`config.mk`:
```
export PLATFORM = sky130hd
export DESIGN_NAME = pixel_stream_transmitter_flat
export DESIGN_NICKNAME = d
export VERILOG_FILES = /design/src/rtl/pixel_stream_transmitter_if.sv /design/src/rtl/pixel_stream_transmitter.sv /design/src/flat_wrapper.sv
export SDC_FILE = /design/constraint.sdc
export NUM_CORES = 1
export LEC_CHECK = 0
export BUFFER_PORTS_ARGS = -buffer_cell sky130_fd_sc_hd__buf_2
export CELL_PAD_IN_SITES_DETAIL_PLACEMENT = 1
export CELL_PAD_IN_SITES_GLOBAL_PLACEMENT = 1
export CORE_AREA = 3 3 111 139
export DETAILED_ROUTE_END_ITERATION = 8
export DIE_AREA = 0 0 114 142
export HOLD_SLACK_MARGIN = 0.08
export PLACE_DENSITY_LB_ADDON = 0.25
export SLEW_MARGIN = 20
export SYNTH_ARGS = -nofsm -noshare
export SYNTH_HDL_FRONTEND = slang
export SYNTH_SLANG_ARGS = --single-unit
```
`constraint.sdc`:
```
create_clock -name clock -period 3.95 [get_ports clock]
set_clock_uncertainty 0.1 [all_clocks]
set_input_delay 0.79 -clock clock [delete_from_list [all_inputs] [get_ports clock]]
set_output_delay 0.79 -clock clock [all_outputs]
set_load 0.01 [all_outputs]
```
`src/rtl/pixel_stream_transmitter_if.sv`:
```
// Handshake bundle of the pixel stream transmitter: the corrected pixel-pair
// input from the transformation datapaths and the AXI4-Stream video output.
// The master modport is the transmitter's view; slave is the opposite side.
interface pixel_stream_transmitter_if;
    logic            pair_valid;
    logic            pair_ready;
    logic [1:0][7:0] r_in;
    logic [1:0][7:0] g_in;
    logic [1:0][7:0] b_in;
    logic [63:0]     m_tdata;
    logic            m_tvalid;
    logic            m_tready;
    logic            m_tuser;
    logic            m_tlast;

    modport master (
        input  pair_valid, r_in, g_in, b_in, m_tready,
        output pair_ready, m_tdata, m_tvalid, m_tuser, m_tlast
    );

    modport slave (
        output pair_valid, r_in, g_in, b_in, m_tready,
        input  pair_ready, m_tdata, m_tvalid, m_tuser, m_tlast
    );
endinterface

```
`src/rtl/pixel_stream_transmitter.sv`:
```
// Output end of the keystone video path. Packs corrected pixel pairs into
// 64-bit two-pixel AXI4-Stream beats (tuser = start of frame, tlast = end of
// line) behind a two-entry skid buffer so back-pressure costs no throughput.
module pixel_stream_transmitter #(
    parameter int WIDTH  = 1920,
    parameter int HEIGHT = 1080
) (
    input  logic                               clock,
    input  logic                               reset_n,
    input  logic                               enable,
    pixel_stream_transmitter_if.master         px,
    output logic                               busy,
    output logic [15:0]                        frame_count
);

    localparam int BEATS = WIDTH / 2;
    localparam int BX_W  = (BEATS > 1) ? $clog2(BEATS) : 1;
    localparam int LY_W  = (HEIGHT > 1) ? $clog2(HEIGHT) : 1;
    localparam logic [BX_W-1:0] BX_LAST = BX_W'(BEATS - 1);
    localparam logic [LY_W-1:0] LY_LAST = LY_W'(HEIGHT - 1);

    localparam logic [1:0] ST_IDLE   = 2'd0;
    localparam logic [1:0] ST_ACTIVE = 2'd1;
    localparam logic [1:0] ST_DRAIN  = 2'd2;

    // 8-bit component widened to 10 bits by replicating its two MSBs
    function automatic logic [9:0] expand10(input logic [7:0] c);
        return {c, c[7:6]};
    endfunction

    // Per pixel: g in bits 9:0, b in 19:10, r in 29:20, top two bits zero
    function automatic logic [63:0] pack_pair(input logic [1:0][7:0] r,
                                              input logic [1:0][7:0] g,
                                              input logic [1:0][7:0] b);
        logic [63:0] w;
        w = '0;
        for (int p = 0; p < 2; p++) begin
            w[32*p +: 10]      = expand10(g[p]);
            w[32*p + 10 +: 10] = expand10(b[p]);
            w[32*p + 20 +: 10] = expand10(r[p]);
        end
        return w;
    endfunction

    logic [1:0]      state_q, state_d;
    logic [BX_W-1:0] bx_q, bx_d;
    logic [LY_W-1:0] ly_q, ly_d;
    logic            pair_ready_q, pair_ready_d;
    logic [15:0]     frame_count_q, frame_count_d;

    // Output register (OR) entry; eof marks a beat that lies on the last line
    logic            or_valid_q, or_valid_d;
    logic [63:0]     or_data_q, or_data_d;
    logic            or_user_q, or_user_d;
    logic            or_last_q, or_last_d;
    logic            or_eof_q, or_eof_d;

    // Skid register (SR) entry, same layout as OR
    logic            sr_valid_q, sr_valid_d;
    logic [63:0]     sr_data_q, sr_data_d;
    logic            sr_user_q, sr_user_d;
    logic            sr_last_q, sr_last_d;
    logic            sr_eof_q, sr_eof_d;

    logic            accept;
    logic            or_drain;
    logic [63:0]     in_data;
    logic            in_user;
    logic            in_last;
    logic            in_eof;

    // Frame sequencing: run/drain state and the beat/line position counters
    always_comb begin
        state_d = state_q;
        bx_d    = bx_q;
        ly_d    = ly_q;
        accept  = px.pair_valid & pair_ready_q;
        in_user = (bx_q == '0) && (ly_q == '0);
        in_last = (bx_q == BX_LAST);
        in_eof  = (ly_q == LY_LAST);
        in_data = pack_pair(px.r_in, px.g_in, px.b_in);
        case (state_q)
            ST_IDLE: begin
                if (enable) begin
                    state_d = ST_ACTIVE;
                    bx_d    = '0;
                    ly_d    = '0;
                end
            end
            ST_ACTIVE: begin
                if (accept) begin
                    if (in_last) begin
                        bx_d = '0;
                        if (in_eof) begin
                            ly_d = '0;
                            if (!enable) begin
                                state_d = ST_DRAIN;
                            end
                        end else begin
                            ly_d = ly_q + 1'b1;
                        end
                    end else begin
                        bx_d = bx_q + 1'b1;
                    end
                end
            end
            ST_DRAIN: begin
                if (!or_valid_q && !sr_valid_q) begin
                    state_d = ST_IDLE;
                end
            end
            default: begin
                state_d = ST_IDLE;
            end
        endcase
    end

    // Skid buffer: refill OR from SR first, otherwise from a new accept;
    // a new accept only lands in SR when OR is full and stalled
    always_comb begin
        or_drain      = or_valid_q & px.m_tready;
        or_valid_d    = or_valid_q;
        or_data_d     = or_data_q;
        or_user_d     = or_user_q;
        or_last_d     = or_last_q;
        or_eof_d      = or_eof_q;
        sr_valid_d    = sr_valid_q;
        sr_data_d     = sr_data_q;
        sr_user_d     = sr_user_q;
        sr_last_d     = sr_last_q;
        sr_eof_d      = sr_eof_q;
        if (!or_valid_q || or_drain) begin
            if (sr_valid_q) begin
                or_valid_d = 1'b1;
                or_data_d  = sr_data_q;
                or_user_d  = sr_user_q;
                or_last_d  = sr_last_q;
                or_eof_d   = sr_eof_q;
                sr_valid_d = 1'b0;
            end else if (accept) begin
                or_valid_d = 1'b1;
                or_data_d  = in_data;
                or_user_d  = in_user;
                or_last_d  = in_last;
                or_eof_d   = in_eof;
            end else begin
                or_valid_d = 1'b0;
            end
        end else if (accept) begin
            sr_valid_d = 1'b1;
            sr_data_d  = in_data;
            sr_user_d  = in_user;
            sr_last_d  = in_last;
            sr_eof_d   = in_eof;
        end
        frame_count_d = frame_count_q + 16'(or_drain & or_last_q & or_eof_q);
        pair_ready_d  = (state_d == ST_ACTIVE) && !sr_valid_d;
    end

    // State registers; reset discards any buffered beats
    always_ff @(posedge clock or negedge reset_n) begin
        if (!reset_n) begin
            state_q       <= ST_IDLE;
            bx_q          <= '0;
            ly_q          <= '0;
            pair_ready_q  <= 1'b0;
            frame_count_q <= '0;
            or_valid_q    <= 1'b0;
            or_data_q     <= '0;
            or_user_q     <= 1'b0;
            or_last_q     <= 1'b0;
            or_eof_q      <= 1'b0;
            sr_valid_q    <= 1'b0;
            sr_data_q     <= '0;
            sr_user_q     <= 1'b0;
            sr_last_q     <= 1'b0;
            sr_eof_q      <= 1'b0;
        end else begin
            state_q       <= state_d;
            bx_q          <= bx_d;
            ly_q          <= ly_d;
            pair_ready_q  <= pair_ready_d;
            frame_count_q <= frame_count_d;
            or_valid_q    <= or_valid_d;
            or_data_q     <= or_data_d;
            or_user_q     <= or_user_d;
            or_last_q     <= or_last_d;
            or_eof_q      <= or_eof_d;
            sr_valid_q    <= sr_valid_d;
            sr_data_q     <= sr_data_d;
            sr_user_q     <= sr_user_d;
            sr_last_q     <= sr_last_d;
            sr_eof_q      <= sr_eof_d;
        end
    end

    assign px.pair_ready = pair_ready_q;
    assign px.m_tvalid   = or_valid_q;
    assign px.m_tdata    = or_data_q;
    assign px.m_tuser    = or_user_q;
    assign px.m_tlast    = or_last_q;
    assign busy          = (state_q != ST_IDLE);
    assign frame_count   = frame_count_q;

endmodule

```
`src/flat_wrapper.sv`:
```
// flat-port wrapper written by rule: the top's interface ports become plain ports
module pixel_stream_transmitter_flat 
#(
    parameter int WIDTH  = 1920,
    parameter int HEIGHT = 1080
)
  (clock, reset_n, enable, busy, frame_count, px_pair_valid, px_r_in, px_g_in, px_b_in, px_m_tready, px_pair_ready, px_m_tdata, px_m_tvalid, px_m_tuser, px_m_tlast);
  pixel_stream_transmitter_if px_i ();
  input  logic clock;
  input  logic reset_n;
  input  logic enable;
  output logic busy;
  output logic [15:0] frame_count;
  input wire logic [$bits(px_i.pair_valid)-1:0] px_pair_valid;
  input wire logic [$bits(px_i.r_in)-1:0] px_r_in;
  input wire logic [$bits(px_i.g_in)-1:0] px_g_in;
  input wire logic [$bits(px_i.b_in)-1:0] px_b_in;
  input wire logic [$bits(px_i.m_tready)-1:0] px_m_tready;
  output wire logic [$bits(px_i.pair_ready)-1:0] px_pair_ready;
  output wire logic [$bits(px_i.m_tdata)-1:0] px_m_tdata;
  output wire logic [$bits(px_i.m_tvalid)-1:0] px_m_tvalid;
  output wire logic [$bits(px_i.m_tuser)-1:0] px_m_tuser;
  output wire logic [$bits(px_i.m_tlast)-1:0] px_m_tlast;
  assign px_i.pair_valid = px_pair_valid;
  assign px_i.r_in = px_r_in;
  assign px_i.g_in = px_g_in;
  assign px_i.b_in = px_b_in;
  assign px_i.m_tready = px_m_tready;
  assign px_pair_ready = px_i.pair_ready;
  assign px_m_tdata = px_i.m_tdata;
  assign px_m_tvalid = px_i.m_tvalid;
  assign px_m_tuser = px_i.m_tuser;
  assign px_m_tlast = px_i.m_tlast;
  pixel_stream_transmitter #(.WIDTH(WIDTH), .HEIGHT(HEIGHT)) u_core (.clock(clock), .reset_n(reset_n), .enable(enable), .px(px_i), .busy(busy), .frame_count(frame_count));
endmodule
```
**Yosys cells after proc, flatten, opt, wreduce, memory -nomap -nowiden**

Cells that the tools add are included.

- Input port bits: 53
- Memory bits (writable): 0
- Flip-flop bits (word level): 172
- Memories: 0
- Output and inout port bits: 85
- Latch bits: 0
- Memory bits (read-only): 0

- Eq/ne operators: 8
- Add/subtract/negate cells: 3
- Shift-type cells: 0
- Reductions and logical operators: 17
- Bitwise logic cells: 5
- Div/mod/pow operators: 0
- Multiplexer cells: 28
- Multipliers: 0
- $lt $le $gt $ge: 0

Operator list:

| cell | number |
|---|---|
| 2-to-1 mux 64 bit | 2 |
| 2-to-1 mux 11 bit | 4 |
| 2-to-1 mux 10 bit | 3 |
| case mux 11 bit (2 select lines) | 1 |
| case mux 10 bit (2 select lines) | 1 |
| adder 16 bit | 1 |
| AND 16 x 1 -> 16 bit | 1 |
| 2-to-1 mux 2 bit | 6 |
| adder 11 x 1 -> 11 bit, second input constant | 1 |
| == test 11 bit, second input constant | 1 |
| logical NOT 11 bit | 1 |
| adder 10 x 1 -> 10 bit, second input constant | 1 |
| == test 10 bit, second input constant | 1 |
| logical NOT 10 bit | 1 |
| 2-to-1 mux 1 bit | 10 |
| case mux 2 bit (3 select lines) | 1 |
| nonzero test 2 bit | 3 |
| == test 2 x 1 -> 1 bit, second input constant | 2 |
| inequality test 2 x 1 -> 1 bit, second input constant | 2 |
| AND reduction 2 bit | 2 |
| AND reduction 4 bit | 1 |
| AND 1 bit | 3 |
| logical AND 1 bit | 3 |
| logical NOT 1 bit | 3 |
| 6 further kinds | 6 |

**Longest topological paths before layout**

Gate-level depths: netlist of run 1.

- Depth in word-level cells: 7
- Depth in mapped cells: 7
- Gate-level depth less buffers: 6

**Worst setup path after synthesis of run 1**

Ideal clock, no wire load.

- Path kind: register -> register
- From: register u_core.ly_q[7]
- To: register u_core.ly_q[7]
- Setup slack: 1.596 ns
- Period minus slack after synthesis: 2.354 ns
- Cell stages (with the launch flop): 5
- Data arrival time: 2.127 ns
- Library setup time: 0.127 ns
- Path through: dfrtp_1 or4_4 nor4_1 a211oi_2 a221o_2

- Word-level cells in the longest chain between the ends: 5
- Elaborated cells on any way between the ends: 6
- Those cells by class: add/sub (1); eq/ne (1); mux (4)

Ends and longest elaborated chain:

| what | RTL line | source |
|---|---|---|
| from (decl) | pixel_stream_transmitter.sv:47 | `logic [LY_W-1:0] ly_q, ly_d;` |
| from (signal assigned) | pixel_stream_transmitter.sv:181 | `ly_q <= ly_d;` |
| adder 11 x 1 -> 11 bit or == test 11 bit (tied branches) | pixel_stream_transmitter.sv:100, pixel_stream_transmitter.sv:80 |  |
| 2-to-1 mux 11 bit * | pixel_stream_transmitter.sv:94 | `if (in_eof) begin` |
| 2-to-1 mux 11 bit * | pixel_stream_transmitter.sv:92 | `if (in_last) begin` |
| 2-to-1 mux 11 bit * | pixel_stream_transmitter.sv:91 | `if (accept) begin` |
| case mux 11 bit (2 select lines) * | pixel_stream_transmitter.sv:82 | `case (state_q)` |

Mark *: on every way between the ends. The rest lies on a longest branch, timed or not. The select of a mux whose other input is x is not followed.
A chain may end at the register's enable or synchronous reset.

**Final worst setup path of run 1**

- From: register u_core.sr_valid_q
- To: register u_core.or_data_q[35], in the netlist u_core.px.m_tdata[35]

- Word-level cells in the longest chain between the ends: 2
- Elaborated cells on any way between the ends: 3
- Those cells by class: mux (1); reduce/logical (2)

Ends and longest elaborated chain:

| what | RTL line | source |
|---|---|---|
| from (decl) | pixel_stream_transmitter.sv:59 | `logic sr_valid_q, sr_valid_d;` |
| from (signal assigned) | pixel_stream_transmitter.sv:189 | `sr_valid_q <= sr_valid_d;` |
| nonzero test 2 bit (no line) | - |  |
| AND reduction 2 bit (no line) | - |  |
| to (signal assigned) | pixel_stream_transmitter.sv:185 | `or_data_q <= or_data_d;` |
| to (decl) | pixel_stream_transmitter.sv:53 | `logic [63:0] or_data_q, or_data_d;` |

Several ways; a longest one is shown, not always the timed one.

==> results of run 1 <==
-- worst register-to-register path, stage by stage, from the launching register on --
cell	delay, ps
dfrtp_2	890
a21oi_1	220
nor2_4	490
buf_4	420
nor2_1	90
a21oi_1	190
-- power by group --
| part | internal (uW) | total (uW) | switching [uW] |
|---|---|---|---|
| Sequential | 1820 | 2080 | 265 |
| Clock | 900 | 1530 | 632 |
| Combinational | 439 | 930 | 490 |
| Total | 3160 | 4540 | 1390 |
-- cell type report --
class / count / area, um2
Tap cell: 178 / 223
Inverter: 9 / 33.8
Timing Repair Buffer: 141 / 757
Multi-Input combinational cell: 380 / 2650
Sequential cell: 144 / 3600
Clock buffer: 20 / 457
Fill cell: 1592 / 6510
Clock inverter: 11 / 105
-- state kept, by name, indices dropped and copies added (netlist names) --
name	flops
u_core.sr_valid_q	1
u_core.px.m_tvalid	1
u_core.state_q	2
u_core.sr_last_q	1
u_core.sr_user_q	1
u_core.px.pair_ready	1
u_core.px.m_tuser	1
u_core.or_eof_q	1
u_core.px.m_tdata	48
u_core.sr_eof_q	1
u_core.frame_count	16
u_core.px.m_tlast	1
u_core.sr_data_q	48
u_core.ly_q	11
u_core.bx_q	10
-- cells in the final DEF (no fill, tap or decap), drive strengths merged, types with 2 or more instances in the layout --
| cell | n |
|---|---|
| a21oi | 56 |
| a221o | 4 |
| a22o | 4 |
| a31oi | 2 |
| and2 | 2 |
| and3 | 10 |
| and4 | 6 |
| buf | 141 |
| clkbuf | 20 |
| clkinv | 3 |
| clkinvlp | 4 |
| conb | 4 |
| dfrtp | 144 |
| ha | 6 |
| inv | 12 |
| mux2 | 48 |
| mux2i | 49 |
| nand2 | 22 |
| nand2b | 3 |
| nand3 | 20 |
| nand4 | 8 |
| nor2 | 66 |
| nor2b | 2 |
| nor3 | 6 |
| nor4 | 5 |
| nor4b | 2 |
| o211ai | 2 |
| o21a | 2 |
| o21ai | 11 |
| o32ai | 3 |
| or3 | 4 |
| or4 | 6 |
| xnor2 | 10 |
| xor2 | 5 |
-- worst paths after layout --
path / from / endpoint / slack [ps] / cells after the start
worst min-delay path: reset_n / u_core.frame_count[7]$_DFF_PN0_ / 280 / 1
max in group asynchronous: reset_n / u_core.px.m_tdata[29]$_DFFE_PN0P_ / 2600 / 2
worst max register to register: u_core.sr_valid_q$_DFF_PN0_ / u_core.px.m_tdata[35]$_DFFE_PN0P_ / 1460 / 5
min in group clock: u_core.frame_count[15]$_DFF_PN0_ / u_core.frame_count[15]$_DFF_PN0_ / 370 / 1
worst max-delay path: u_core.sr_valid_q$_DFF_PN0_ / u_core.px.m_tdata[35]$_DFFE_PN0P_ / 1460 / 5
worst min register to register: u_core.frame_count[15]$_DFF_PN0_ / u_core.frame_count[15]$_DFF_PN0_ / 370 / 1
-- routing by layer --
layer	wire length [um]	global-route usage, %
met1	6560	24.7
met2	8410	34.7
met3	770	4.85
met4	344	7.82
met5	0	0
-- stage by stage --
step / area, um2 / total power [uW] / worst slack [ps]
floorplan: 6520 / 2630 / 1600
global route: 7830 / 4800 / 1210
global placement: 7270 / 2970 / 1070
CTS: 7830 / 4610 / 1400
finish: 7830 / 4540 / 1460
detailed placement: 7270 / 3050 / 1040
-- kinds of logic (layout without fill, tap and decap cells) --
family	count (synthesis)	in the layout
AOI/OAI and AO/OA	93	93
xor gates and xnor gates	15	15
adders and majority gates	6	6
buffers and inverters	52	181
DFF	144	144
muxes	97	97
other	1	4
and+or+nand+nor	165	165
==> metrics.txt, run 1 <==
Final Hold Fails 0; root buf cell clkbuf_16; router iterations before antenna repair 4; top cell type's share of synthesized area roughly 55%; global route overflow 0; vias in the first global route roughly 5200; core region area between 10000 and 15000 um2; diode count 0; Leak Pwr 0.00354 uW; Final GP Congestion around 0.78; CTS tree yes; unrepaired setup endpoints after global routing false; H-tree depth 4; Placed Cells between 800 and 900; Num CTS Buffers 17; f_max 402 MHz; # setup viols final 0; largest cells by area after synthesis dfrtp_1 55%, mux2_2 8.3%, mux2i_1 7.5%, a21oi_1 4.3%, nor2_1 3.8%; Yosys top cell by area dfrtp_1; Syn-to-layout area delta 20.4%; synthesized cell area approximately 6500 um2; Total Routing Usage GR between 20% and 30%; vias per inst approximately 5.6; I/O Buffers approximately 130; CP max-delay cell dfrtp_2; Die H 142 um; CP top delay family flip-flops; post-CTS setup repair buffer count 0; Yosys Warn Count 0; relative slew slack approximately 36%; largest family of logic cells by synthesized area multiplexers; critical path type flip-flop to flip-flop; Min Hold Slack ~280 ps; Mean Syn Cell Area roughly 11 um2; largest net degree at the start of global routing 67; status finished clean; I/O pins 138; Slew Limit Fails 0; final wirelength 16100 um; Die W ~110 um; post-cts sizing count 0; NumNets Final between 700 and 800; Critical Path RT about 4200 ps; Worst path max stage delay just under 900 ps; Initial Utilization between 40% and 50%; non-filler cells in the finished layout 883; Seq/Total Area, Yosys 55.4%; Synth Area in Simple Gates between 10% and 20%; share of cells above drive strength 1 32.9%; cell repeated most along the worst path a21oi_1; Synth async-reset ratio 100%; Yosys reg bits ~140; fin crit period approximately 2500 ps; Worst Path Buf+Inv 1; crit end category flip-flop; worst slew pin tran about 940 ps; Synth Area in XOR/XNOR under 10%; wire per inst about 18 um; DRT iter0 DRCs between 200 and 250; Post-Synth Adder-Cell Area under 10%; pwr/cell area 580 nW/um2; Core Util, Final approximately 55%; FP Rows slightly below 50; hpwl dp approximately 11000 um; critical path peak fanout 31; number of remaining DRC errors 0; clk sinks 144; setup TNS 0 ps; Commonest cells post-synth 144 x dfrtp_1, 66 x nor2_1, 56 x a21oi_1; hold buffers post-CTS 0; CTS clk-pin slew, worst paths about 60 ps; clk buf depth 2; clk_lat worst skew 420 ps; number of max-cap violations 0; Peak supply drop slightly below 0.0003 V; Die ar. around 16000 um2; mux cell area share after synthesis ~16%; Primary FF master, synth dfrtp_1; final period utilization between 60% and 70%; Cells after Synth between 500 and 600; critical-path cell list a21oi_1, nor2_4, buf_4, nor2_1, a21oi_1; first-pass GRT wire length about 26000 um; Arrival @ worst endpoint approximately 2700 ps; initial antenna violation count 0; top-count cell post-synth dfrtp_1; via count 4919; CP startpoint kind flip-flop; Synth Area in Compound Gates between 8 and 9%; Post-synth EDFFs 0; post-route ant nets 0; count of cell types in the netlist 52; Hold Crit Class input pin to asynchronous set/reset pin
Power figures use the tool's default switching activity.
==> inputs of run 2 (changes only) <==
- CORE_AREA: 3 3 111 139 -> 3 3 120 151
- DIE_AREA: 0 0 114 142 -> 0 0 123 154
- clock period: 3.95 -> 2.21 ns (I/O delays scaled with it)
==> metrics.txt, run 2 (synthesized netlist as in run 1, its figures left out) <==
status finished clean; design area 8210 um2 (+4.8%); met2 GRT Util 32.8% (-1.9 points); Peak supply drop 0.000517 V (+77%); wire per inst 17.8 um (-2.2%); NumNets Final 778 (+3.5%); post-route ant nets 0 (unchanged); Final Hold Fails 0 (unchanged); core region area 16800 um2 (+17%); unrepaired setup endpoints after global routing true; Num CTS Buffers 17 (unchanged); H-tree depth 4 (unchanged); initial antenna violation count 1 (+1); critical path peak fanout 7 (-77%); area of the multi-input gates 2680 um2 (+1.2%); Slew Limit Fails 0 (unchanged); number of max-cap violations 0 (unchanged); Critical Path RT 2400 ps (-1780 ps); Placed Instance Area 7520 um2 (+3.5%); worst slew pin tran 510 ps (-428 ps); sequential cell area 3610 um2 (about the same); CTS tree yes; reg-to-reg critical path startpoint u_core.ly_q[7]$_DFFE_PN0P_; router iterations before antenna repair 4 (unchanged); min-delay src px_r_in[14]; Die ar. 18900 um2 (+17%); relative slew slack 65.1% (+29 points); met1 usage 21.2% (-3.5 points); f_max 453 MHz (+13%); DRT iter0 DRCs 187 (-11%); root buf cell clkbuf_16; CP startpoint kind flip-flop; hold path depth 2; vias in the first global route 5534 (+6.5%); met3 Usage GRT 5.04% (+0.19 points); Total Routing Usage GR 18.5% (-1.8 points); largest net degree at the start of global routing 65 (-3.0%); Setup WS post-layout 1.37 ps (-1460 ps); Die H 154 um (+8.5%); commonest non-fill, non-tap cell in the layout dfrtp_1; crit end category flip-flop; Syn-to-layout area delta 26.2%; global route overflow 0 (unchanged); critical path type flip-flop to flip-flop; commonest cells after routing, fill and taps aside 143 x dfrtp_1, 132 x buf_2, 65 x nor2_1; hold-critical path endpoint u_core.sr_data_q[60]$_DFFE_PN0P_; # setup viols final 0 (unchanged); final period utilization 99.9% (+37 points); clk_lat worst skew 410 ps (about the same); clk buf depth 2 (unchanged); CTS clk-pin slew, worst paths 60 ps (about the same); I/O Buffers 133 (unchanged); FP Rows 53 (+8.2%); Post-Place Setup Slack -202 ps (-1250 ps); fin crit period 2210 ps (-279 ps); FF-to-FF End u_core.ly_q[7]$_DFFE_PN0P_; Final GP Congestion 0.866 (+11%); number of remaining DRC errors 0 (unchanged); Worst R2R Path Depth 6 (+1); Arrival @ worst endpoint 2400 ps (-310 ps); I/O pins 138 (unchanged); GRT Max-Usage Layer met2; FF-to-FF setup slack 1 ps (-1460 ps); Filler cells 1838 (+15%); Initial Utilization 38.8% (-6.6 points); pwr/cell area 1020 nW/um2 (+76%); Hold Crit Class input pin to flip-flop; clk sinks 144 (unchanged); Leak Pwr 0.00372 uW (+5.1%); via count 5024 (+2.1%); setup TNS 0 ps (unchanged); vias per inst 5.27 (-5.4%); first-pass GRT wire length 28000 um (+7.5%); final wirelength 17000 um (+5.6%); share of cells above drive strength 1 35.9% (+3.0 points); Core Util, Final 48.9% (-5.7 points); Die W 123 um (+7.9%); Min Hold Slack 177 ps (-98.0 ps); hpwl dp 12100 um (+6.9%)
-- run 2: cell types whose count changed in the layout (fill, tap and decap cells not counted), moves of 2 or more --
cell,before,now
buf_12,2,4
buf_6,1,3
bufinv_16,1,3
buf_4,6,27
clkinvlp_4,4,1
inv_6,3,5
-- run 2: layout make-up --
class / instances / share of cell area [%]
clock inverter: 14 / 2.15
antenna: 1 / 0.0305
sequential: 144 / 44.0
timing repair buffer: 167 / 12.0
multi-input combinational: 380 / 32.7
inverter: 9 / 0.412
tap: 220 / 3.35
clock buffer: 18 / 5.35
-- run 2: how the worst max path moves through the flow --
stage	from	endpoint	slack, ps
6_report	u_core.ly_q[7]$_DFFE_PN0P_	u_core.ly_q[7]$_DFFE_PN0P_	1
5_1_grt	u_core.ly_q[7]$_DFFE_PN0P_	u_core.ly_q[4]$_DFFE_PN0P_	-70
4_1_cts	u_core.ly_q[7]$_DFFE_PN0P_	u_core.ly_q[4]$_DFFE_PN0P_	10
2_1_floorplan	u_core.ly_q[9]$_DFFE_PN0P_	u_core.state_q[1]$_DFF_PN0_	-110
3_3_place_gp	u_core.ly_q[9]$_DFFE_PN0P_	u_core.state_q[1]$_DFF_PN0_	-120
3_5_place_dp	u_core.ly_q[9]$_DFFE_PN0P_	u_core.state_q[1]$_DFF_PN0_	-200
-- run 2: per-layer routing --
| metal | vias to the layer above | routed length [um] |
|---|---|---|
| met1 | 2523 | 6700 |
| li1 | 2337 | - |
| met2 | 132 | 9070 |
| met3 | 32 | 818 |
| met4 | 0 | 389 |
| met5 | - | 0 |
-- run 2: worst max-delay path, stage by stage, from the launching register on --
cell,delay (ps)
dfrtp_1,380
or4_4,550
buf_4,170
nor4_4,280
a211oi_2,100
buf_4,180
a221o_2,330
-- run 2: metrics by stage --
step | power [uW] | instances
6_report | 8400 | 953
5_1_grt | 8870 | 953
3_5_place_dp | 5490 | 916
3_3_place_gp | 5350 | 916
4_1_cts | 8520 | 951
2_1_floorplan | 4710 | 576
-- run 2: report_power, final --
part | total, uW | leakage [uW] | switching, uW | internal (uW)
clock network | 2990 | 0.000304 | 1160 | 1830
registers | 3650 | 0.00172 | 406 | 3250
logic | 1750 | 0.00170 | 935 | 819
total | 8400 | 0.00372 | 2500 | 5890
-- run 2: what timing repair did --
action	in CTS	in global routing
setup buffers	2	1
resized for setup	6	3
pin swaps	4	4
endpoints found under the setup margin	12	14
hold buffers	1	0
endpoints found under the hold margin	39	0
